### config.mk
export PLATFORM = sky130hd
export DESIGN_NAME = ripple_count_monitor
export DESIGN_NICKNAME = d
export VERILOG_FILES = /design/src/rtl/ripple_count_monitor.sv
export SDC_FILE = /design/constraint.sdc
export NUM_CORES = 1
export LEC_CHECK = 0
export ABC_AREA = 1
export CAP_MARGIN = 30
export CORE_MARGIN = 8
export CORE_UTILIZATION = 57
export CTS_CLUSTER_DIAMETER = 150
export DETAILED_ROUTE_END_ITERATION = 10
export GPL_TIMING_DRIVEN = 0
export PLACE_DENSITY = 0.87
export SYNTH_ARGS = -nofsm -noshare
export SYNTH_HDL_FRONTEND = slang
export SYNTH_SLANG_ARGS = --single-unit
### constraint.sdc
create_clock -name clk -period 2.9 [get_ports clk]
set_clock_uncertainty 0.05 [all_clocks]
set_input_delay 0.58 -clock clk [delete_from_list [all_inputs] [get_ports clk]]
set_output_delay 0.58 -clock clk [all_outputs]
set_load 0.005 [all_outputs]
### src/rtl/ripple_count_monitor.sv
`default_nettype none
// ============================================================================
// Module      : ripple_count_monitor
// Description : Syncs an asynchronous ripple count into clk, filters ripple
//               glitches, classifies accepted steps and tallies wraps.
// Revision    : 1.0 - initial release
// ============================================================================
module ripple_count_monitor #(
    parameter int CW            = 3,
    parameter int STABLE_CYCLES = 2,
    parameter int WRAP_W        = 8
) (
    input  logic              clk,
    input  logic              reset,
    input  logic [CW-1:0]     cnt_in,
    input  logic              mode,
    input  logic              clr_wraps,
    output logic [CW-1:0]     cnt_sync,
    output logic              cnt_valid,
    output logic              up_evt,
    output logic              dn_evt,
    output logic              wrap_evt,
    output logic              err_evt,
    output logic [WRAP_W-1:0] wrap_count
);

    localparam int                  c_STAB_W   = $clog2(STABLE_CYCLES + 1);
    localparam logic [c_STAB_W-1:0] c_STAB_MAX = c_STAB_W'(STABLE_CYCLES);
    localparam logic [c_STAB_W-1:0] c_STAB_PRE = c_STAB_W'(STABLE_CYCLES - 1);
    localparam logic [c_STAB_W-1:0] c_STAB_ONE = c_STAB_W'(1);
    localparam logic [CW-1:0]       c_CNT_MAX  = '1;
    localparam logic [CW-1:0]       c_CNT_ONE  = CW'(1);
    localparam logic [WRAP_W-1:0]   c_WRAP_MAX = '1;
    localparam logic [WRAP_W-1:0]   c_WRAP_ONE = WRAP_W'(1);

    localparam logic [0:0] c_ST_INIT  = 1'b0;
    localparam logic [0:0] c_ST_TRACK = 1'b1;

    logic [CW-1:0]       r_cnt_s1;
    logic [CW-1:0]       r_cnt_s2;
    logic                r_mode_s1;
    logic                r_mode_s2;
    logic                r_vld_s1;
    logic                r_vld_s2;
    logic [CW-1:0]       r_cand;
    logic                r_cand_vld;
    logic [c_STAB_W-1:0] r_stab;
    logic                r_acc;
    logic [CW-1:0]       r_acc_val;
    logic                r_acc_mode;
    logic [0:0]          r_state;
    logic [CW-1:0]       r_cnt_sync;
    logic                r_cnt_valid;
    logic                r_up_evt;
    logic                r_dn_evt;
    logic                r_wrap_evt;
    logic                r_err_evt;
    logic [WRAP_W-1:0]   r_wrap_count;

    logic                w_load;
    logic                w_reach;
    logic [CW-1:0]       w_delta;

    // The valid pipeline keeps reset-cleared synchronizer zeros from being
    // mistaken for a real count after reset release.
    assign w_load  = r_vld_s2 && (!r_cand_vld || (r_cnt_s2 != r_cand));
    assign w_reach = r_vld_s2 && (w_load ? (STABLE_CYCLES == 1)
                                         : (r_stab == c_STAB_PRE));
    assign w_delta = r_acc_val - r_cnt_sync;

    always_ff @(posedge clk) begin
        if (!reset) begin
            r_cnt_s1   <= '0;
            r_cnt_s2   <= '0;
            r_mode_s1  <= 1'b0;
            r_mode_s2  <= 1'b0;
            r_vld_s1   <= 1'b0;
            r_vld_s2   <= 1'b0;
            r_cand     <= '0;
            r_cand_vld <= 1'b0;
            r_stab     <= '0;
            r_acc      <= 1'b0;
            r_acc_val  <= '0;
            r_acc_mode <= 1'b0;
        end else begin
            r_cnt_s1  <= cnt_in;
            r_cnt_s2  <= r_cnt_s1;
            r_mode_s1 <= mode;
            r_mode_s2 <= r_mode_s1;
            r_vld_s1  <= 1'b1;
            r_vld_s2  <= r_vld_s1;
            r_acc     <= w_reach;
            if (w_load) begin
                r_cand     <= r_cnt_s2;
                r_cand_vld <= 1'b1;
                r_stab     <= c_STAB_ONE;
            end else if (r_vld_s2 && (r_stab != c_STAB_MAX)) begin
                r_stab <= r_stab + c_STAB_ONE;
            end
            if (w_reach) begin
                r_acc_val  <= r_cnt_s2;
                r_acc_mode <= r_mode_s2;
            end
        end
    end

    always_ff @(posedge clk) begin
        if (!reset) begin
            r_state     <= c_ST_INIT;
            r_cnt_sync  <= '0;
            r_cnt_valid <= 1'b0;
            r_up_evt    <= 1'b0;
            r_dn_evt    <= 1'b0;
            r_wrap_evt  <= 1'b0;
            r_err_evt   <= 1'b0;
        end else begin
            r_up_evt   <= 1'b0;
            r_dn_evt   <= 1'b0;
            r_wrap_evt <= 1'b0;
            r_err_evt  <= 1'b0;
            if (r_acc) begin
                case (r_state)
                    c_ST_INIT: begin
                        r_cnt_sync  <= r_acc_val;
                        r_cnt_valid <= 1'b1;
                        r_state     <= c_ST_TRACK;
                    end
                    c_ST_TRACK: begin
                        if (r_acc_val != r_cnt_sync) begin
                            r_cnt_sync <= r_acc_val;
                            if (w_delta == c_CNT_ONE) begin
                                r_up_evt   <= 1'b1;
                                r_err_evt  <= r_acc_mode;
                                r_wrap_evt <= (r_cnt_sync == c_CNT_MAX) && (r_acc_val == '0);
                            end else if (w_delta == c_CNT_MAX) begin
                                r_dn_evt   <= 1'b1;
                                r_err_evt  <= ~r_acc_mode;
                                r_wrap_evt <= (r_cnt_sync == '0) && (r_acc_val == c_CNT_MAX);
                            end else begin
                                r_err_evt <= 1'b1;
                            end
                        end
                    end
                    default: r_state <= c_ST_INIT;
                endcase
            end
        end
    end

    // Clear takes effect first so a wrap in the same cycle still counts once.
    always_ff @(posedge clk) begin
        if (!reset) begin
            r_wrap_count <= '0;
        end else if (clr_wraps) begin
            r_wrap_count <= r_wrap_evt ? c_WRAP_ONE : '0;
        end else if (r_wrap_evt && (r_wrap_count != c_WRAP_MAX)) begin
            r_wrap_count <= r_wrap_count + c_WRAP_ONE;
        end
    end

    assign cnt_sync   = r_cnt_sync;
    assign cnt_valid  = r_cnt_valid;
    assign up_evt     = r_up_evt;
    assign dn_evt     = r_dn_evt;
    assign wrap_evt   = r_wrap_evt;
    assign err_evt    = r_err_evt;
    assign wrap_count = r_wrap_count;

endmodule
`default_nettype wire

Yosys cells after proc, flatten, opt, wreduce, memory -nomap -nowiden
Index checks and enable logic that the tools add are counted.
{"block": "totals", "in_bits": 7, "reg_bits": 38, "elab_cells": 71, "output_inout_bits": 16}
{"block": "classes", "reduce_logical": 17, "n_addsub": 3, "n_mux": 15, "eq_ne": 10, "bitwise_logic": 5}
{"cell": "2-to-1 mux 8 bit", "n": 2}
{"cell": "2-to-1 mux 1 bit", "n": 11}
{"cell": "equality test 3 bit (second input constant)", "n": 3}
{"cell": "adder 8 x 1 -> 8 bit (second input constant)", "n": 1}
{"cell": "inequality test 8 bit (second input constant)", "n": 1}
{"cell": "logical AND 1 bit", "n": 6}
{"cell": "logical NOT 3 bit", "n": 2}
{"cell": "inequality test 3 bit", "n": 2}
{"cell": "case mux 3 bit (2 select lines)", "n": 1}
{"cell": "inverter 1 bit", "n": 5}
{"cell": "OR reduction 5 bit", "n": 1}
{"cell": "AND reduction 2 bit", "n": 2}
{"cell": "AND reduction 4 bit", "n": 1}
{"cell": "nonzero test 2 bit", "n": 2}
{"cell": "equality test 3 x 1 -> 1 bit (second input constant)", "n": 1}
{"cell": "2-to-1 mux 3 bit", "n": 1}
{"cell": "subtractor 3 bit", "n": 1}
{"cell": "adder 2 x 1 -> 2 bit (second input constant)", "n": 1}
{"cell": "equality test 2 x 1 -> 1 bit (second input constant)", "n": 1}
{"cell": "inequality test 2 x 1 -> 1 bit (second input constant)", "n": 1}
{"cell": "inequality test 2 bit (second input constant)", "n": 1}
{"cell": "OR reduction 2 bit", "n": 1}
{"cell": "logical NOT 1 bit", "n": 1}
{"cell": "logical OR 1 bit", "n": 1}

Depth between registers and ports, before layout
{"block": "logic_depth", "word_depth": 5, "ltp_mapped": 11, "ltp_nobuf": 11}

Worst setup path after synthesis
Ideal clock, no wire load.
{"block": "synth_path", "path_type": "reg2reg", "from": "register r_cnt_sync[0], in the netlist cnt_sync[0]", "to": "register r_wrap_evt, in the netlist wrap_evt", "required_ps": 2792, "path_buffers": 0, "slack_ps": 1321, "setup_time_ps": 58, "stages_incl_launch_ff": 10, "synth_period_minus_slack_ps": 1579, "arrival_ps": 1471, "cell_sequence": "dfxtp_1 > ha_1 > inv_1 > fa_1 > inv_1 > nor2_1 > nand2_1 > nor2_1 > nand2_1 > nand2_1"}
{"block": "synth_between", "elab_chain_cells": 4, "word_cells_on_any_way": 11, "cone_classes": "add/sub (1); eq/ne (4); mux (2); reduce/logical (4)"}
{"element": "from (decl)", "line_no": "52", "source": "logic [CW-1:0] r_cnt_sync;"}
{"element": "from (signal assigned)", "line_no": "124", "source": "r_cnt_sync <= r_acc_val;"}
{"element": "from (signal assigned)", "line_no": "130", "source": "r_cnt_sync <= r_acc_val;"}
{"element": "subtractor 3 bit / logical NOT 3 bit (equally long branches)", "line_no": "69, 138"}
{"element": "equality test 3 bit / logical AND 1 bit (equally long branches)", "line_no": "135, 138"}
{"element": "2-to-1 mux 1 bit", "line_no": "135", "source": "end else if (w_delta == c_CNT_MAX) begin"}
{"element": "2-to-1 mux 1 bit", "line_no": "131", "source": "if (w_delta == c_CNT_ONE) begin"}
{"element": "to (signal assigned)", "line_no": "134", "source": "r_wrap_evt <= (r_cnt_sync == c_CNT_MAX) && (r_acc_val == '0);"}
{"element": "to (signal assigned)", "line_no": "138", "source": "r_wrap_evt <= (r_cnt_sync == '0) && (r_acc_val == c_CNT_MAX);"}
{"element": "to (decl)", "line_no": "56", "source": "logic r_wrap_evt;"}
Parallel ways exist; a longest one is shown, timed or not.
A chain may end at the register's enable or synchronous reset.

Worst setup path in the final report
{"block": "layout_path", "from": "register r_wrap_count[0], in the netlist wrap_count[0]", "to": "output port wrap_count[0]"}
{"element": "from (decl)", "line_no": "58", "source": "logic [WRAP_W-1:0] r_wrap_count;"}
{"element": "from (signal assigned)", "line_no": "155", "source": "r_wrap_count <= r_wrap_evt ? c_WRAP_ONE : '0;"}
{"element": "from (signal assigned)", "line_no": "157", "source": "r_wrap_count <= r_wrap_count + c_WRAP_ONE;"}
{"element": "to (decl)", "line_no": "24", "source": "output logic [WRAP_W-1:0] wrap_count"}
No word-level cell between the ends.

==> reports/results.tsv <==
metric	value	unit
outcome	finished clean	
CTS tree	built	
clk root buf	clkbuf_4	
die outline width	70.7	um
Yosys top cell area share	0.447	
Synth top cells by count	nand2_1 (73), dfxtp_1 (38), nor2_1 (38)	
sequential share of the synthesized area	0.447	
fin crit period	1.95	ns
total iterations of the first detailed-routing run	5	
hold_buf cts	0	
non-filler cells, final	308	
Routed Antenna Nets	0	
Max VDD drop	0.000512	V
mapped cell area	1700	um2
wire per inst	10.7	um
placed instance count	300	
Rel. slew slack	0.676	
die area	4990	um2
crit path kind	reg2out	
most common cell in the netlist	nand2_1	
post-synth cell types	21	
DRC Markers	0	
GR Util All Layers	0.142	
HP Start	r_cnt_s1[0]$_SDFF_PN0_	
die height	70.7	um
EDFF count, synth	0	
Rows	20	
CP max FO	5	
final wirelength	3310	um
r2r setup slk	1.15	ns
Post-DP HPWL	2350	um
number of global-route vias before repair	1421	
critical path's slowest cell	clkdlybuf4s50_1	
synth top area cells	dfxtp_1 (45%), nand2_1 (16%), nor2_1 (8.4%)	
vias per inst	4.95	
RSZ-0062 raised after global routing	false	
Buf/Inv on CP	1	
n_diodes	0	
clk sinks	38	
Fin. Hold Viols	0	
yosys warns	0	
GP Congestion	0.846	
kind of cell adding the most delay to the critical path	buffers and inverters	
Vias	1526	
Synth Register Bits	38	
post_cts resized	0	
clock transition at the registers of the reported paths	0.11	ns
Post-synth top flop	dfxtp_1	
DR iter-0 viols	123	
worst skew pair latency	0.35	ns
Initial Utilization	0.577	
port bufs	22	
first-pass GRT wire length	5780	um
Layout Nets	287	
fmax	0.513	GHz
Critical path origin	wrap_count[0]$_SDFFE_PN0P_	
Syn Inst Count	245	
FF-to-FF Start	cnt_sync[0]$_SDFFE_PN0P_	
final period utilization	0.672	
reg2reg end	wrap_evt$_SDFF_PN0_	
Req. time, crit path	2.27	ns
Min Hold Slack	0.372	ns
Leak	0.946	nW
Final TNS setup	0	ns
Power Density	518	nW/um2
CP cell instances	clkdlybuf4s50_1	
Inserted Clock Buffers	5	
I/O pin cnt	23	
CP startpoint kind	register	
Hold Path Depth	2	
total grt overflow	0	
Worst-Margin Slew	0.486	ns
setup bufs post-CTS	0	
initial antenna violation count	0	
Slew Viols, Final	0	
Area Growth Syn to Fin	21.9	%
max-cap viol count	0	
core area	2950	um2
area leader, netlist	dfxtp_1	
fraction of layout cells with a size suffix above 1	0.0800	
Critical Path End Type	output pin	
Hold/Removal Path Class	reg2reg	
CP peak stage delay	0.54	ns
clk buf depth	2	
critical path depth	1	
Syn Area/Cell	6.95	um2
H-Tree Depth	2	
Worst R2R Path Depth	9	
Syn Nets	258	
Post-synth ARST share	0	
Worst Hold Path EP	r_cnt_s2[0]$_SDFF_PN0_	
Worst EP arrival	1.32	ns
# fillers	249	
largest net degree at the start of global routing	13	
Finish-stage setup viols	0	
==> final cells by class <==
class / count / area [um2] / share of cell area
inverter: 39 / 146 / 0.0705
buffer: 3 / 18.8 / 0.00904
multi-input combinational: 165 / 777 / 0.374
tap: 33 / 41.3 / 0.0199
clock inverter: 2 / 60.1 / 0.0289
timing repair buffer: 22 / 220 / 0.106
clock buffer: 6 / 51.3 / 0.0247
sequential: 38 / 761 / 0.366
==> per-stage QoR <==
step / cell area [um2] / worst slack, ns / util / total power, mW
6_report: 2080 / 0.951 / 0.703 / 1.08
3_5_place_dp: 1960 / 0.966 / 0.665 / 0.617
3_3_place_gp: 1960 / 0.989 / 0.665 / 0.615
2_1_floorplan: 1700 / 1.32 / - / 0.597
4_1_cts: 2080 / 0.945 / 0.703 / 1.08
5_1_grt: 2080 / 0.878 / 0.703 / 1.12
==> cells in the final DEF, fill, tap and decap left out <==
master,netlist,final
bufinv_16,0,2
clkbuf_4,0,5
nand3_1,14,14
nand2_1,73,73
nand4_1,2,2
nor4_1,1,1
o21ai_0,5,5
nand2_4,1,1
fa_1,1,1
nand2_2,6,6
clkbuf_1,2,2
nand3_2,1,1
clkdlybuf4s50_1,0,22
buf_6,1,1
inv_2,2,2
a21oi_1,13,13
nor2_1,38,38
o21bai_1,1,1
nand3b_2,1,1
clkbuf_8,0,1
ha_1,5,5
nor2_2,2,2
xor2_1,1,1
dfxtp_1,38,38
inv_1,37,37
==> tightest hold or removal path: stages, from the launching register on <==
cell and delay, ns:
dfxtp_1 0.31, nand2_1 0.05, inv_1 0.03
==> power breakdown <==
group / switching (mW) / internal [mW]
sequential: 0.00765 / 0.536
combinational: 0.0371 / 0.0262
clock: 0.177 / 0.292
total: 0.222 / 0.854
==> metal layers <==
metal  wire length, um  track usage  vias up
met3               266       0.0579        8
met5                 0            0        -
met2              1630        0.247       53
met4                59       0.0762        0
met1              1350        0.141      660
li1                  -            -      805
==> registers in the layout, indices dropped and copies added, names as in the netlist <==
name,flops
cnt_valid,1
r_mode_s1,1
up_evt,1
wrap_evt,1
r_acc_val,3
r_mode_s2,1
cnt_sync,3
r_acc_mode,1
r_cand,3
r_vld_s2,1
wrap_count,8
r_vld_s1,1
r_state,1
dn_evt,1
r_cnt_s2,3
r_acc,1
r_cnt_s1,3
r_cand_vld,1
r_stab,2
err_evt,1
==> cells by family after synthesis <==
group | count (synthesis) | share of synthesized area
compound gates | 19 | 0.0573
xor+xnor | 1 | 0.00514
fa+ha+maj | 6 | 0.0485
buf+inv | 42 | 0.0970
flops | 38 | 0.447
simple gates | 139 | 0.345
==> how the worst max path moves through the flow <==
stage,to,slack (ns)
2_1_floorplan,wrap_evt$_SDFF_PN0_,1.32
3_3_place_gp,wrap_count[5]$_SDFFE_PN0P_,0.99
3_5_place_dp,wrap_count[5]$_SDFFE_PN0P_,0.97
4_1_cts,wrap_count[4],0.94
5_1_grt,wrap_count[4],0.88
6_report,wrap_count[0],0.95
(Power assumes the default switching activity.)
